**config.mk**
```make
export PLATFORM = sky130hd
export DESIGN_NAME = mem_view_ctrl
export DESIGN_NICKNAME = d
export VERILOG_FILES = /design/src/rtl/mem_view_ctrl.sv
export SDC_FILE = /design/constraint.sdc
export NUM_CORES = 1
export LEC_CHECK = 0
export ABC_AREA = 1
export CAP_MARGIN = 20
export CORE_UTILIZATION = 52
export DETAILED_ROUTE_END_ITERATION = 8
export MAX_ROUTING_LAYER = met4
export PLACE_DENSITY = 0.87
export SETUP_SLACK_MARGIN = 0.1
export SKIP_CTS_REPAIR_TIMING = 1
export SLEW_MARGIN = 20
export SYNTH_ARGS = -nofsm -noshare
export SYNTH_HDL_FRONTEND = slang
export SYNTH_SLANG_ARGS = --single-unit
export TNS_END_PERCENT = 10
```
**constraint.sdc**
```tcl
create_clock -name clk -period 5.66 [get_ports clk]
set_clock_uncertainty 0.15 [all_clocks]
set_input_delay 1.132 -clock clk [delete_from_list [all_inputs] [get_ports clk]]
set_output_delay 1.132 -clock clk [all_outputs]
set_load 0.005 [all_outputs]
```
**src/rtl/mem_view_ctrl.sv**
```systemverilog
// mem_view_ctrl
// Memory-browse controller for the 4-digit seven-segment display.
// Two debounced push-buttons step a word address through data memory.
// Each step issues one read, and the returned word is captured.
// The display shows {address, selected half-word of the captured data}.
//
// Ports:
//   clk, reset       system clock, asynchronous active-high reset
//   btn_next         raw button, step address +1
//   btn_prev         raw button, step address -1
//   sw_half          raw switch, 0 selects data[15:0], 1 selects data[31:16]
//   rd_en, rd_addr   memory read strobe (one cycle per read) and word address
//   rd_data          memory read data, qualified by rd_valid
//   rd_valid         read-data qualifier, honoured only while waiting for a read
//   disp_value       {zero-extended rd_addr, selected half-word}, drives display s
//   busy             high while booting, requesting or waiting
//   err              last read timed out
//
// Optional feature: define MEM_VIEW_AUTOSCAN_EN to inject a "next" press
// every AUTO_CYC idle cycles.

module mem_view_ctrl #(
    parameter int ADDR_W       = 6,
    parameter int DEBOUNCE_CYC = 1_000_000,
    parameter int TIMEOUT_CYC  = 16,
    parameter int AUTO_CYC     = 100_000_000
) (
    input  logic              clk,
    input  logic              reset,
    input  logic              btn_next,
    input  logic              btn_prev,
    input  logic              sw_half,
    output logic              rd_en,
    output logic [ADDR_W-1:0] rd_addr,
    input  logic [31:0]       rd_data,
    input  logic              rd_valid,
    output logic [31:0]       disp_value,
    output logic              busy,
    output logic              err
);

    localparam int DB_W = (DEBOUNCE_CYC > 1) ? $clog2(DEBOUNCE_CYC) : 1;
    localparam int TO_W = (TIMEOUT_CYC > 1) ? $clog2(TIMEOUT_CYC) : 1;

    typedef enum logic [1:0] {BOOT, IDLE, REQ, WAIT} state_t;

    state_t            state;
    logic [2:0]        sync1;
    logic [2:0]        sync2;
    logic [1:0]        deb;
    logic [1:0]        deb_d;
    logic [DB_W-1:0]   db_cnt [2];
    logic [1:0]        press_pulse;
    logic              press_valid;
    logic              press_dir;
    logic              step_valid;
    logic              step_dir;
    logic              pend_valid;
    logic              pend_dir;
    logic [TO_W-1:0]   wait_cnt;
    logic [31:0]       data_reg;

    // Bit order in the synchronizer: [0] btn_next, [1] btn_prev, [2] sw_half.
    always_ff @(posedge clk or posedge reset) begin
        if (reset) begin
            sync1 <= '0;
            sync2 <= '0;
        end else begin
            sync1 <= {sw_half, btn_prev, btn_next};
            sync2 <= sync1;
        end
    end

    // The count runs only while the synchronized level disagrees with the
    // accepted level; any agreement restarts it, so a flip needs
    // DEBOUNCE_CYC consecutive disagreeing cycles.
    always_ff @(posedge clk or posedge reset) begin
        if (reset) begin
            deb   <= '0;
            deb_d <= '0;
            for (int i = 0; i < 2; i++) begin
                db_cnt[i] <= '0;
            end
        end else begin
            deb_d <= deb;
            for (int i = 0; i < 2; i++) begin
                if (sync2[i] != deb[i]) begin
                    if (db_cnt[i] == DB_W'(DEBOUNCE_CYC - 1)) begin
                        deb[i]    <= sync2[i];
                        db_cnt[i] <= '0;
                    end else begin
                        db_cnt[i] <= db_cnt[i] + 1'b1;
                    end
                end else begin
                    db_cnt[i] <= '0;
                end
            end
        end
    end

    // Simultaneous next and prev presses cancel each other.
    assign press_pulse = deb & ~deb_d;
    assign press_valid = press_pulse[0] ^ press_pulse[1];
    assign press_dir   = press_pulse[0];

`ifdef MEM_VIEW_AUTOSCAN_EN
    localparam int AUTO_W = (AUTO_CYC > 1) ? $clog2(AUTO_CYC) : 1;

    logic [AUTO_W-1:0] auto_cnt;
    logic              auto_fire;

    assign auto_fire = (state == IDLE) && (auto_cnt == AUTO_W'(AUTO_CYC - 1));

    // Counts idle time only; a manual press restarts the period.
    always_ff @(posedge clk or posedge reset) begin
        if (reset) begin
            auto_cnt <= '0;
        end else if (press_valid || auto_fire) begin
            auto_cnt <= '0;
        end else if (state == IDLE) begin
            auto_cnt <= auto_cnt + 1'b1;
        end
    end

    assign step_valid = press_valid | auto_fire;
    assign step_dir   = press_valid ? press_dir : 1'b1;
`else
    logic unused_auto_cfg;
    assign unused_auto_cfg = (AUTO_CYC == 0);
    assign step_valid      = press_valid;
    assign step_dir        = press_dir;
`endif

    // Presses arriving while a read is in flight land in a one-deep slot,
    // newest wins; the slot is served ahead of any new press once idle.
    always_ff @(posedge clk or posedge reset) begin
        if (reset) begin
            state      <= BOOT;
            rd_addr    <= '0;
            rd_en      <= 1'b0;
            busy       <= 1'b1;
            err        <= 1'b0;
            data_reg   <= '0;
            pend_valid <= 1'b0;
            pend_dir   <= 1'b0;
            wait_cnt   <= '0;
        end else begin
            rd_en <= 1'b0;
            if (state != IDLE && step_valid) begin
                pend_valid <= 1'b1;
                pend_dir   <= step_dir;
            end
            case (state)
                BOOT: begin
                    state <= REQ;
                    rd_en <= 1'b1;
                    busy  <= 1'b1;
                end
                IDLE: begin
                    if (pend_valid) begin
                        pend_valid <= 1'b0;
                        rd_addr    <= pend_dir ? rd_addr + 1'b1 : rd_addr - 1'b1;
                        state      <= REQ;
                        rd_en      <= 1'b1;
                        busy       <= 1'b1;
                    end else if (step_valid) begin
                        rd_addr <= step_dir ? rd_addr + 1'b1 : rd_addr - 1'b1;
                        state   <= REQ;
                        rd_en   <= 1'b1;
                        busy    <= 1'b1;
                    end
                end
                REQ: begin
                    state    <= WAIT;
                    wait_cnt <= '0;
                end
                WAIT: begin
                    if (rd_valid) begin
                        data_reg <= rd_data;
                        err      <= 1'b0;
                        state    <= IDLE;
                        busy     <= 1'b0;
                    end else if (wait_cnt == TO_W'(TIMEOUT_CYC - 1)) begin
                        data_reg <= 32'hEEEE_EEEE;
                        err      <= 1'b1;
                        state    <= IDLE;
                        busy     <= 1'b0;
                    end else begin
                        wait_cnt <= wait_cnt + 1'b1;
                    end
                end
                default: state <= BOOT;
            endcase
        end
    end

    always_ff @(posedge clk or posedge reset) begin
        if (reset) begin
            disp_value <= '0;
        end else begin
            disp_value <= {16'(rd_addr), sync2[2] ? data_reg[31:16] : data_reg[15:0]};
        end
    end

endmodule

```
==> qor.txt <==
Final Core Density - 0.6726
Fmax - 345.8 MHz
Final Cycle Share - 0.5109
Iter 0 DRT Violations - 243
Layout cell share with drive strength beyond 1 - 0.1202
Reg-to-reg slack, setup - 3.82 ns
Crit Path Max Fanout - 8
Critical path launch point type - flop
Post-synth EDFFs - 0
Critical-path cell list - clkdlybuf4s50_1
DRC - 0
CTS Sinks - 121
DIE HEIGHT - 105.4 µm
Critical path capture point type - output port
Buffers & Inverters on Critical Path - 1
WP data arrival - 1.61 ns
Crit-path slowest cell - clkdlybuf4s50_1
Port buffer count - 68
Clock Latency Late Sink - 0.52 ns
RSZ-0062 raised after global routing - no
Antenna-violating nets left - 0
Synth unique cells - 36
GPL Wtd Cong - 0.8850
RR Endpoint - data_reg[16]$_DFFE_PP0P_
Largest register FFs - 40
Peak supply drop - 0.2268 mV
Cts bufs inserted - 17
Sum of negative setup slack - 0 ns
Reg2reg start - wait_cnt[0]$_DFFE_PP0P_
Reg2Reg Depth - 7
Slew HR - 0.4376
Clk slew on worst S/H paths - 0.06 ns
Core box area - 0.01032 mm²
Final Hold Vio Count - 0
Tot Pwr - 2.207 mW
Antenna fix cells - 0
WP data required - 4.38 ns
Drt first pass iters - 5
Synthesis warning total - 0
Area of the multi-input gates - 0.002137 mm²
Gr ovfl total - 0
# setup viols final - 0
Asr flop ratio synth - 1.000
Rows - 37
Die area - 0.01111 mm²
PwrDens - 317.8 mW/mm²
WL/cell - 13.97 µm
Via density - 5.172
Critical path's top delay family - buffers and inverters
Final WL - 11.78 mm
Routed metal-1 wirelength - 4.919 mm
HP Start - sync1[2]$_DFF_PP0_
Outcome - completed
Hold Crit Depth - 0
Worst-case clock buffer depth - 2
Uppermost layer routed - met4
Met3 WL post-DR - 709 µm
Pins Over Slew Limit - 0
Worst Max-Slew Pin Slew - 0.8436 ns
FF+latch count, synth - 121
Mapped Area - 0.005559 mm²
Die W - 105.4 µm
Register Area - 0.003029 mm²
Vias in the first global route - 4552
CTS tree - built
Largest net degree at the start of global routing - 93
Leak - 3.200 nW
I/O pins - 79
Hold/Removal Path Class - reg2reg
Initial antenna violation count - 0
Clock period minus worst slack - 2.892 ns
Slowest stage delay, CP - 0.56 ns
Maximum capacitance violations - 0
First-pass GRT wire length - 20.42 mm
Fill cells - 741
Final net count - 737
Starting Density - 0.5385
DR WL met2 - 5.874 mm
Hold Crit Endpoint - sync2[2]$_DFF_PP0_
Crit Path Class - reg2out
Main synth FF type - dfrtp_1
Cells after synthesis - 615
DP HPWL - 7.945 mm
Synthesis-to-finish area growth - 24.92%
Seq/Total Area, Yosys - 0.5449
H-tree levels - 4
Avg Inst Size Synth - 9.039 µm²
Total track usage - 0.2409
DR vias - 4360
Root Buffer - clkbuf_8
## worst register-to-register path, delay by kind of cell, from the launching register on
kind | cells | cell delay (ns)
AND/OR/NAND/NOR | 3 | 0.45
AO/OA/AOI/OAI | 1 | 0.23
buffers and inverters | 2 | 0.29
flip-flops | 1 | 0.39
adder cells (fa/ha/maj) | 1 | 0.22
## cell families (layout without fill, tap and decap cells)
group                    Yosys count  in the layout  synth area share
AND/OR/NAND/NOR                  298            298            0.2550
flip-flops                       121            121            0.5449
buffers and inverters             98            181           0.07675
AO/OA/AOI/OAI                     68             68           0.07360
XOR/XNOR                          24             24           0.03781
adder cells (fa/ha/maj)            5              5           0.01125
other                              1             10         0.0006746
## stage by stage
step           std cells  hold slack [ns]  setup slack (ns)  cell area, µm²
3_3_place_gp         811           0.1841             2.676            6327
2_1_floorplan        624           0.1812             1.165            5593
6_report             843           0.1997             2.768            6944
4_1_cts              843           0.2005             2.770            6942
3_5_place_dp         811           0.1863             2.650            6327
5_1_grt              843           0.2104             2.710            6944
## how the worst max path moves through the flow
stage / endpoint / depth (start not counted) / from / slack [ns]
after detailed placement: rd_addr[5]$_DFFE_PP0P_ / 3 / reset / 2.65
after CTS: rd_addr[2] / 1 / rd_addr[2]$_DFFE_PP0P_ / 2.77
after global placement: db_cnt[18]$_DFF_PP0_ / 3 / reset / 2.68
final: rd_addr[2] / 1 / rd_addr[2]$_DFFE_PP0P_ / 2.77
after global routing: rd_addr[2] / 1 / rd_addr[2]$_DFFE_PP0P_ / 2.71
after floorplan: data_reg[0]$_DFFE_PP0P_ / 1 / reset / 1.17
## cells in the mapped netlist (all sizes together), types with 4 or more instances
cell    instances  area, µm²
nand2         136      558.0
dfrtp         120       3003
nor2          105      504.2
inv            80      300.3
nand3          36      220.2
o21ai          28      140.1
a21oi          20      100.1
xor2           20      175.2
buf            14      110.1
o22a           12      105.1
nor3            9      55.05
nand4           7      43.79
ha              5      62.56
a22o            4      35.03
clkbuf          4      16.26
xnor2           4      35.03
## per-layer routing
layer	up-vias	GRT usage
li1	2081	-
met1	2070	0.2852
met2	181	0.3961
met3	28	0.05690
met4	0	0.1006
met5	-	-
## power breakdown
group	internal (mW)	total [mW]	switching (mW)
Clock	0.694	1.11	0.419
Combinational	0.0790	0.145	0.0664
Sequential	0.919	0.949	0.0291
Total	1.69	2.21	0.514
## cell type report
type / instances / area share
sequential: 121 / 0.4362
tap: 136 / 0.02450
timing repair buffer: 69 / 0.09910
multi-input combinational: 405 / 0.3077
clock inverter: 14 / 0.02685
inverter: 80 / 0.04396
clock buffer: 18 / 0.06162
## layout by cell type (no fill, tap or decap), drive strengths merged
cell type        n
a21oi           20
a22o             4
a22oi            1
a31oi            1
buf              1
bufinv           3
clkbuf          18
clkdlybuf4s50   68
clkinv           3
clkinvlp         2
conb            10
dfrtp          120
dfstp            1
ha               5
inv             86
nand2          136
nand3           36
nand3b           2
nand4            7
nor2           105
nor2b            1
nor3             9
nor3b            2
o21ai           28
o21bai           2
o22a            12
xnor2            4
xor2            20
No activity file was read; power rests on OpenSTA's default activity.
